[src/rtl/pipe_hazard_scoreboard.sv]
// ---------------------------------------------------------------------------
// pipe_hazard_scoreboard
//
// Interlock controller for the 5-stage pipeline. It sits beside ID and
// decodes the instruction held in IF/ID. It checks that instruction's source
// registers against a shift-register scoreboard of destinations that are
// still in flight. On a read-after-write hazard it holds PC and IF/ID and
// sends a bubble into ID/EX, so programs no longer need dummy OR
// instructions. It also handles the HLT drain and the bookkeeping for a
// branch flush.
//
// Optional feature, selected by the macro HAZ_FORWARD_EN:
//   defined   - EX/MEM->EX forwarding exists, so only a load-use in the
//               youngest slot causes a hazard (one stall cycle).
//   undefined - full interlock. Any valid in-flight destination that
//               matches a source causes a hazard.
//
// Parameters:
//   WB_DIST  cycles after issue before a result is readable in ID (>=1)
//   REG_AW   register address width
//   CNT_W    stall counter width
//
// Ports:
//   clk        pipeline clock, rising edge
//   rst        synchronous active-high reset
//   id_valid   IF/ID holds a valid instruction
//   id_ir      IF/ID instruction: op[31:26] rs[25:21] rt[20:16] rd[15:11]
//   flush      taken branch resolved; kill ID and the youngest issued op
//   stall      hold PC and IF/ID this cycle
//   issue      IF/ID instruction advances into ID/EX this cycle
//   bubble     force a NOP into ID/EX this cycle
//   halted     HLT has issued and the scoreboard is empty
//   stall_cnt  saturating count of stall cycles since reset
// ---------------------------------------------------------------------------
module pipe_hazard_scoreboard #(
  parameter int WB_DIST = 3,
  parameter int REG_AW  = 5,
  parameter int CNT_W   = 16
) (
  input  logic             clk,
  input  logic             rst,
  input  logic             id_valid,
  input  logic [31:0]      id_ir,
  input  logic             flush,
  output logic             stall,
  output logic             issue,
  output logic             bubble,
  output logic             halted,
  output logic [CNT_W-1:0] stall_cnt
);

  logic [5:0]        op;
  logic [REG_AW-1:0] rs, rt, rd;
  logic              rd_rs, rd_rt, writer, wr_load, is_hlt;
  logic [REG_AW-1:0] wr_dest;
  logic              wr_en;
  logic              hazard;
  logic              halt_seen;

  // Scoreboard slots. Slot 0 is the youngest in-flight instruction.
  logic [WB_DIST-1:0] slot_valid;
  logic [WB_DIST-1:0] slot_load;
  logic [REG_AW-1:0]  slot_dest [WB_DIST];

  // The immediate / funct bits never affect interlocking.
  logic unused_ir_bits;
  assign unused_ir_bits = ^id_ir[10:0];

  assign op = id_ir[31:26];
  assign rs = id_ir[21 +: REG_AW];
  assign rt = id_ir[16 +: REG_AW];
  assign rd = id_ir[11 +: REG_AW];

  // Instruction decode. This works out which register fields are read,
  // whether the instruction writes a register, and whether that write comes
  // from a load. Opcodes that are not listed neither read nor write.
  always_comb begin
    rd_rs   = 1'b0;
    rd_rt   = 1'b0;
    writer  = 1'b0;
    wr_load = 1'b0;
    wr_dest = rt;
    is_hlt  = 1'b0;
    if (op <= 6'b000101) begin
      rd_rs   = 1'b1;
      rd_rt   = 1'b1;
      writer  = 1'b1;
      wr_dest = rd;
    end else if (op >= 6'b001010 && op <= 6'b001100) begin
      rd_rs  = 1'b1;
      writer = 1'b1;
    end else begin
      case (op)
        6'b001000: begin
          rd_rs   = 1'b1;
          writer  = 1'b1;
          wr_load = 1'b1;
        end
        6'b001001: begin
          rd_rs = 1'b1;
          rd_rt = 1'b1;
        end
        6'b001101, 6'b001110: rd_rs  = 1'b1;
        6'b111111:            is_hlt = 1'b1;
        default: ;
      endcase
    end
  end

  // R0 is hardwired to zero, so writes to it are never tracked.
  assign wr_en = writer && (wr_dest != '0);

  // Hazard detection. An R0 source can never match, because R0 is never
  // entered into the scoreboard. The explicit check keeps that guarantee
  // local to this block.
`ifdef HAZ_FORWARD_EN
  // With forwarding, only a load in the youngest slot is too late to
  // forward, so that is the only case that stalls.
  always_comb begin
    hazard = 1'b0;
    if (slot_valid[0] && slot_load[0]) begin
      if (rd_rs && rs != '0 && rs == slot_dest[0]) hazard = 1'b1;
      if (rd_rt && rt != '0 && rt == slot_dest[0]) hazard = 1'b1;
    end
  end
`else
  // Without forwarding, a source must wait until its writer has left the
  // scoreboard entirely.
  always_comb begin
    hazard = 1'b0;
    for (int i = 0; i < WB_DIST; i++) begin
      if (slot_valid[i]) begin
        if (rd_rs && rs != '0 && rs == slot_dest[i]) hazard = 1'b1;
        if (rd_rt && rt != '0 && rt == slot_dest[i]) hazard = 1'b1;
      end
    end
  end
`endif

  // The pipeline decision is made in the same cycle. A flush or a completed
  // HLT suppresses both issue and stall, so a flush takes priority over a
  // stall.
  assign stall  = id_valid & hazard  & ~flush & ~halt_seen;
  assign issue  = id_valid & ~hazard & ~flush & ~halt_seen;
  assign bubble = ~issue;
  assign halted = halt_seen & ~(|slot_valid);

  // Scoreboard shift register. Every cycle the entries age by one slot and
  // the oldest one retires. On a flush, the instruction that issued last
  // cycle is wrong-path, so it is dropped as it moves from slot 0 to slot 1.
  always_ff @(posedge clk) begin
    if (rst) begin
      slot_valid <= '0;
      slot_load  <= '0;
      for (int i = 0; i < WB_DIST; i++) slot_dest[i] <= '0;
    end else begin
      slot_valid[0] <= issue & wr_en;
      slot_load[0]  <= issue & wr_en & wr_load;
      slot_dest[0]  <= wr_dest;
      for (int i = 1; i < WB_DIST; i++) begin
        slot_valid[i] <= (i == 1 && flush) ? 1'b0 : slot_valid[i-1];
        slot_load[i]  <= slot_load[i-1];
        slot_dest[i]  <= slot_dest[i-1];
      end
    end
  end

  // Halt tracking and stall statistics. Once HLT issues, nothing else issues
  // until reset. The stall counter stops at all-ones instead of wrapping.
  always_ff @(posedge clk) begin
    if (rst) begin
      halt_seen <= 1'b0;
      stall_cnt <= '0;
    end else begin
      if (issue && is_hlt) halt_seen <= 1'b1;
      if (stall && stall_cnt != '1) stall_cnt <= stall_cnt + CNT_W'(1);
    end
  end

endmodule

[config.mk]
export PLATFORM = sky130hd
export DESIGN_NAME = pipe_hazard_scoreboard
export DESIGN_NICKNAME = d
export VERILOG_FILES = /design/src/rtl/pipe_hazard_scoreboard.sv
export SDC_FILE = /design/constraint.sdc
export NUM_CORES = 1
export LEC_CHECK = 0
export ABC_CLOCK_PERIOD_IN_PS = 2500
export CAP_MARGIN = 20
export CORE_MARGIN = 5
export CORE_UTILIZATION = 35
export CTS_CLUSTER_DIAMETER = 40
export DETAILED_ROUTE_END_ITERATION = 8
export GPL_ROUTABILITY_DRIVEN = 1
export GPL_TIMING_DRIVEN = 0
export PLACE_DENSITY = 0.62
export RECOVER_POWER = 50
export SETUP_SLACK_MARGIN = 0.5
export SLEW_MARGIN = 20
export SYNTH_ARGS = -nofsm -noshare
export SYNTH_HDL_FRONTEND = slang
export SYNTH_SLANG_ARGS = --single-unit
export TNS_END_PERCENT = 30
[constraint.sdc]
create_clock -name clk -period 2.5 [get_ports clk]
set_input_delay 0.5 -clock clk [delete_from_list [all_inputs] [get_ports clk]]
set_output_delay 0.5 -clock clk [all_outputs]
set_load 0.02 [all_outputs]
==> summary.txt, run 1 <==
Outcome
  • Status: finished clean

Global route
  • Initial antenna violation count: 0
  • Largest net degree at the start of global routing: 13
  • GRT Util Overall: roughly 15%
  • First-pass GRT wire length: ~9000 um
  • Grt total ovfl: 0
  • Vias in the first global route: 1906

Synthesis
  • Synth Flop Type: dfxtp_1
  • Fraction of registers with async set/reset: 0%
  • Synthesized area: approximately 0.0022 mm2
  • Netlist cell types: between 40 and 50
  • Synth Net Count: around 270
  • EDFF count, synth: 0
  • Yosys reg bits: 35
  • Gate Count Post-Synth: between 200 and 250
  • Post-Syn Area per Cell: approximately 9.4 um2
  • Register area share after synthesis: 31.5%
  • Synth Warn #: 0

Layout
  • Fill cells: approximately 600
  • Layout cells sized above 1: between 20% and 30%
  • Commonest non-fill, non-tap cell in the layout: dfxtp_1
  • Most frequent cells in the layout: 33 x dfxtp_1, 24 x nor2b_1, 23 x xor2_1, 23 x nor2_1, 17 x dlygate4sd3_1
  • Fin util: about half
  • Area Growth Syn to Fin: 38.0%
  • Storage cell area: around 700 um2
  • Multi-input gate area: about 0.0015 mm2
  • Final net count: roughly 340
  • ANT cells: 0

Die
  • Io pins: 56
  • Initial core utilization: a little over a third
  • Die Ht: approximately 90 um
  • Core Area: approximately 0.0063 mm2
  • Die Area: around 0.0080 mm2
  • Die Width: between 80 and 90 um
  • Row Count: 29

Worst setup path
  • Crit start category: input pin
  • Critical setup path kind: in2out
  • Critical Path Sink Type: output pin
  • CP required: about 2.0 ns
  • CP Data Arrival Time: approximately 1.9 ns
  • Worst-path fanout max: 4
  • Worst reg2reg setup slack: 0.26 ns

Placed design
  • Port bufs: 43
  • Final Wtd Congestion: between 0.8 and 0.9
  • Final HPWL DP: between 4000 and 5000 um

STA
  • Final setup vio count: 0
  • Fin crit share: between 90% and 100%
  • Tmin final: about 2.4 ns
  • Worst rel slew slack: approximately 52%
  • Hold Vio Cnt, Final: 0
  • Clock skew: 0.00790 ns
  • Fmax: 0.413 GHz
  • Pins Over Slew Limit: 0
  • Worst slew pin tran: approximately 0.72 ns
  • Unrepaired setup endpoints after global routing: yes

Detailed routing
  • Drt wl/cell: 15.3 um
  • Antenna-violating nets left: 0
  • Drt pass-1 iters: 4
  • Vias per Instance: roughly 5.2
  • Routed via count: 1963
  • WL final: around 5800 um
  • DRC viols: 0
  • First DRT Iteration DRCs: a little under 70

Power
  • Leakage: between 1 and 1.5 nW
  • Final Power: between 1 and 1.5 mW
  • VDD IR max: 292 uV
  • Int Power: about 1.0 mW
  • Sequential share of power: a little over two fifths
  • Comb pwr share: roughly an eighth
  • Power density cells: 446 mW/mm2
  • Switch share: a little under a quarter
  • Clock share of power: a little under half
  • Switching pwr: around 320 uW

Clock tree
  • TritonCTS clock tree: yes
  • Reg clk slew, reported paths: roughly 0.070 ns
  • TritonCTS buffer count: 5
  • H-tree Lvls: 2
  • Hold buffers post-CTS: 0
  • Clock root buffer: clkbuf_8
  • Worst-Skew Late Latency: 0.29 ns
  • Max Root-Sink Buffers: 2
  • CTS sink count: 35

Run
  • # Max-Cap Violations: 0

Hold path
  • Worst hold path type: reg2reg
## synthesized netlist by cell type (2+ instances only)
master / n / share of area (%)
a211oi_1: 2 / 0.68
nand2_1: 8 / 1.4
dfxtp_1: 35 / 32
o21ai_0: 2 / 0.45
and3_1: 4 / 1.1
mux2_4: 6 / 4.1
a21o_1: 2 / 0.68
mux2i_1: 5 / 2.3
nand3_1: 6 / 1.4
and2_1: 2 / 0.56
nand2b_1: 2 / 0.56
inv_1: 2 / 0.34
mux2_1: 8 / 4.1
clkbuf_1: 7 / 1.2
and4_1: 2 / 0.79
nor2_1: 26 / 4.4
nor3b_1: 2 / 0.68
o31ai_1: 2 / 0.68
or4_1: 2 / 0.68
nor4_1: 6 / 1.7
and3_4: 4 / 2.0
xor2_1: 24 / 9.5
nor2b_1: 25 / 7.0
nand4_1: 9 / 2.5
a21oi_2: 6 / 2.4
xnor2_1: 6 / 2.4
a21oi_1: 11 / 2.5
## flip-flops by register name, indices dropped and copies added (netlist names)
signal and count:
slot_dest 15, stall_cnt 16, slot_valid 3, halt_seen 1
## metrics by stage
step	area (um2)	TNS, ns	hold slack [ns]	setup WS, ns	cells
4_1_cts	2970	0	0.492	0.115	373
3_3_place_gp	2750	-6.40	0.478	-0.906	357
2_1_floorplan	2230	0	0.465	0.242	237
6_report	3070	0	0.488	0.0798	378
3_5_place_dp	2750	-6.22	0.485	-0.911	357
5_1_grt	3070	0	0.503	0.0522	378
## area by class of cell
| type | count | area share (%) |
|---|---|---|
| flip-flops and latches | 35 | 22.9 |
| multi-input cells | 190 | 50.2 |
| well taps | 77 | 3.14 |
| plain buffers | 10 | 2.04 |
| clock buffers | 5 | 2.24 |
| repair buffers | 56 | 17.0 |
| inverters | 2 | 0.245 |
| clock inverters | 3 | 2.20 |
## worst max-delay path, stage by stage
cell and delay, ns:
clkdlybuf4s50_1 0.54, nand2_1 0.12, o21ai_4 0.20, nor2_2 0.08, o31ai_4 0.07, nand3_1 0.21, inv_2 0.10, buf_6 0.11
## power groups by stage
stage	Sequential, mW	Clock [mW]	Combinational [mW]
CTS	0.580	0.628	0.163
global route	0.582	0.654	0.181
finish	0.580	0.621	0.167
detailed placement	0.593	0	0.157
global placement	0.593	0	0.154
floorplan	0.590	0	0.0827
## worst paths after layout
path	from	end	depth (start not counted)
setup / recovery	id_ir[27]	issue	8
hold / removal	stall_cnt[1]$_SDFFE_PP0P_	stall_cnt[1]$_SDFFE_PP0P_	2
setup reg to reg	stall_cnt[0]$_SDFFE_PP0P_	stall_cnt[6]$_SDFFE_PP0P_	8
hold reg to reg	stall_cnt[1]$_SDFFE_PP0P_	stall_cnt[1]$_SDFFE_PP0P_	2
## what timing repair did
| item | 4_1_cts | 5_1_grt |
|---|---|---|
| endpoints found under the hold margin | 0 | 0 |
| cloned | 0 | 2 |
| gates resized for setup | 79 | 11 |
| setup buffers | 8 | 3 |
| pin swaps | 19 | 11 |
| setup endpoints to repair | 25 | 30 |
## layer usage
layer,vias to the layer above,share of wire (%),global-route usage [%]
met1,950,44,17.7
met2,38,51,26.8
met5,-,0,0
met3,9,4.1,3.10
li1,966,-,-
met4,0,1.6,4.19
## cell families after synthesis
group | synth area share (%)
buf+inv | 3.16
fa+ha+maj | 0.563
compound gates | 14.3
xor+xnor | 11.8
simple gates | 28.3
flops | 31.5
mux | 10.4
Note: power is estimated with default switching activity, not from simulation.
==> run 2: changes to the inputs <==
--- a/config.mk
+++ b/config.mk
@@ -16,7 +16,7 @@
 export PLACE_DENSITY = 0.62
 export RECOVER_POWER = 50
 export SETUP_SLACK_MARGIN = 0.5
-export SLEW_MARGIN = 20
+export SLEW_MARGIN = 15
 export SYNTH_ARGS = -nofsm -noshare
 export SYNTH_HDL_FRONTEND = slang
 export SYNTH_SLANG_ARGS = --single-unit
==> results of run 2 <==
The final DEF is identical to that of run 1; final timing and power are the same.
==> run 3: changes to the inputs <==
--- a/config.mk
+++ b/config.mk
@@ -5,7 +5,6 @@
 export SDC_FILE = /design/constraint.sdc
 export NUM_CORES = 1
 export LEC_CHECK = 0
-export ABC_CLOCK_PERIOD_IN_PS = 2500
 export CAP_MARGIN = 20
 export CORE_MARGIN = 5
 export CORE_UTILIZATION = 35
==> constraint.sdc (replaced) <==
create_clock -name clk -period 2.7 [get_ports clk]
set_input_delay 0.54 -clock clk [delete_from_list [all_inputs] [get_ports clk]]
set_output_delay 0.54 -clock clk [all_outputs]
set_load 0.02 [all_outputs]
==> run 3 against run 2 <==
Worst setup slack improved by 0.15 ns. Core utilization increased by 2.1 points. Sequential share of layout area down 0.70 points. Critical path depth unchanged. Design area grew 4.2%. Non-clock buffer count is 11 higher. Combinational power up 5%. Highest routed layer unchanged.
==> summary.txt, run 3 (synthesized netlist as in run 1, its figures left out) <==
Layout
  • Most frequent cells in the layout: 29 x dfxtp_1, 25 x nor2b_1, 23 x xor2_1, 23 x nor2_1, 21 x buf_4
  • Final net count: about 350
  • Commonest non-fill, non-tap cell in the layout: dfxtp_1
  • Fin util: roughly half
  • ANT cells: 0
  • Top reg by flops: stall_cnt
  • Layout cells sized above 1: approximately a third
  • Largest registers: stall_cnt: 16 flops, slot_dest: 15 flops, slot_valid: 3 flops
  • Area Growth Syn to Fin: 43.9%
  • Number of flip-flops under the largest register name: 16

Clock tree
  • Max Root-Sink Buffers: 2
  • CTS sink count: 35
  • Reg clk slew, reported paths: ~0.07 ns
  • TritonCTS buffer count: 5
  • TritonCTS clock tree: yes
  • Clock root buffer: clkbuf_8
  • Worst-Skew Late Latency: ~0.29 ns
  • H-tree Lvls: 2

Global route
  • Grt total ovfl: 0
  • Vias in the first global route: 1970
  • GRT Util Overall: 15.4%
  • Largest net degree at the start of global routing: 11
  • Initial antenna violation count: 0
  • First-pass GRT wire length: around 9600 um

Worst setup path
  • FF-to-FF End: stall_cnt[6]$_SDFFE_PP0P_
  • Critical setup path kind: in2out
  • Critical Path Sink Type: output pin
  • Worst reg2reg setup slack: between 0.5 and 0.6 ns
  • CP Data Arrival Time: 1.93 ns
  • RR Startpoint: slot_dest[0][6]$_SDFF_PP0_
  • Reg2Reg Depth: 9
  • Worst-path fanout max: 5
  • Crit start category: input pin
  • CP required: between 2 and 2.5 ns

Detailed routing
  • First DRT Iteration DRCs: between 60 and 70
  • WL final: approximately 6000 um
  • Drt pass-1 iters: 4
  • Antenna-violating nets left: 0
  • Drt wl/cell: roughly 15 um
  • Vias per Instance: 5.21
  • Routed via count: 2026
  • DRC viols: 0

STA
  • Pins Over Slew Limit: 0
  • Clock skew: around 0.0061 ns
  • Tmin final: ~2.5 ns
  • Worst slew pin tran: roughly 0.76 ns
  • Unrepaired setup endpoints after global routing: yes
  • Hold Vio Cnt, Final: 0
  • Worst rel slew slack: between 40 and 50%
  • Fin crit share: 91.3%
  • Final setup vio count: 0
  • Setup slack after layout: 0.234 ns
  • Fmax: between 0.4 and 0.5 GHz

Die
  • Die Area: 0.00804 mm2
  • Core Area: approximately 0.0063 mm2
  • Io pins: 56
  • Row Count: 29
  • Die Width: between 80 and 90 um
  • Die Ht: roughly 90 um
  • Initial core utilization: ~35%

Hold path
  • Hold_sp: flush
  • Worst hold path type: in2reg
  • Hold path depth: 2
  • Min-Delay Endpoint: slot_valid[1]$_SDFF_PP0_

Placed design
  • Final HPWL DP: just over 4000 um
  • Placement Setup Slack: -0.783 ns
  • Final Wtd Congestion: 0.852
  • Port bufs: 43

Power
  • Leakage: between 1 and 1.5 nW
  • VDD IR max: between 200 and 250 uV
  • Final Power: ~1.1 mW
  • Power density cells: between 300 and 400 mW/mm2

Run
  • # Max-Cap Violations: 0

Outcome
  • Status: finished clean
[run 3: cell count changes in the layout (fill, tap and decap cells not counted), moves of 3 or more]
| cell | previous run | this run |
|---|---|---|
| buf_2 | 8 | 2 |
| buf_4 | 13 | 21 |
| clkbuf_2 | 0 | 4 |
| dfxtp_2 | 2 | 5 |
| dfxtp_1 | 33 | 29 |
| buf_6 | 4 | 12 |
[run 3: critical path, cell delays in order]
cell,delay (ns)
buf_8,0.11
or4_4,0.56
o21ai_4,0.19
a21oi_4,0.06
o31ai_4,0.07
nand3_1,0.20
inv_2,0.10
buf_6,0.11
[run 3: stage by stage]
step | hold slack [ns] | setup TNS (ns) | area [um2] | cells
CTS | 0.499 | 0 | 3010 | 378
global placement | 0.491 | -3.83 | 2750 | 357
detailed placement | 0.494 | -4.03 | 2750 | 357
floorplan | 0.465 | 0 | 2220 | 237
global route | 0.496 | 0 | 3200 | 389
finish | 0.493 | 0 | 3200 | 389
[run 3: how the worst max path moves through the flow]
stage                          from     to  slack, ns  depth (start not counted)
after floorplan           id_ir[18]  issue       0.36                          6
after global placement    id_ir[18]  issue      -0.78                          8
after detailed placement  id_ir[17]  issue      -0.78                          8
after CTS                 id_ir[20]  issue       0.28                          8
after global routing      id_ir[20]  issue       0.17                          9
final                     id_ir[18]  issue       0.23                          8
[run 3: what timing repair did]
item / in CTS / in global routing
setup buffers: 13 / 11
hold buffers: 0 / 0
endpoints found under the setup margin: 21 / 17
gates resized for setup: 91 / 43
pin swaps: 20 / 18
[run 3: routing by layer]
metal | wire [um] | track usage [%] | vias to the layer above
li1 | - | - | 989
met1 | 2590 | 18.5 | 978
met2 | 3000 | 26.7 | 51
met3 | 308 | 3.83 | 8
met4 | 74 | 4.87 | 0
met5 | 0 | 0 | -
[run 3: area by class of cell]
type / count / area, um2
fillers: 592 / 3080
multi-input cells: 190 / 1600
flip-flops and latches: 35 / 711
repair buffers: 67 / 613
clock buffers: 8 / 100
well taps: 77 / 96.3
plain buffers: 10 / 68.8
inverters: 2 / 7.51
[run 3: power breakdown]
group | switching (mW) | total (mW) | internal, mW
clock network | 0.195 | 0.428 | 0.233
logic | 0.0866 | 0.175 | 0.0879
registers | 0.0112 | 0.537 | 0.526
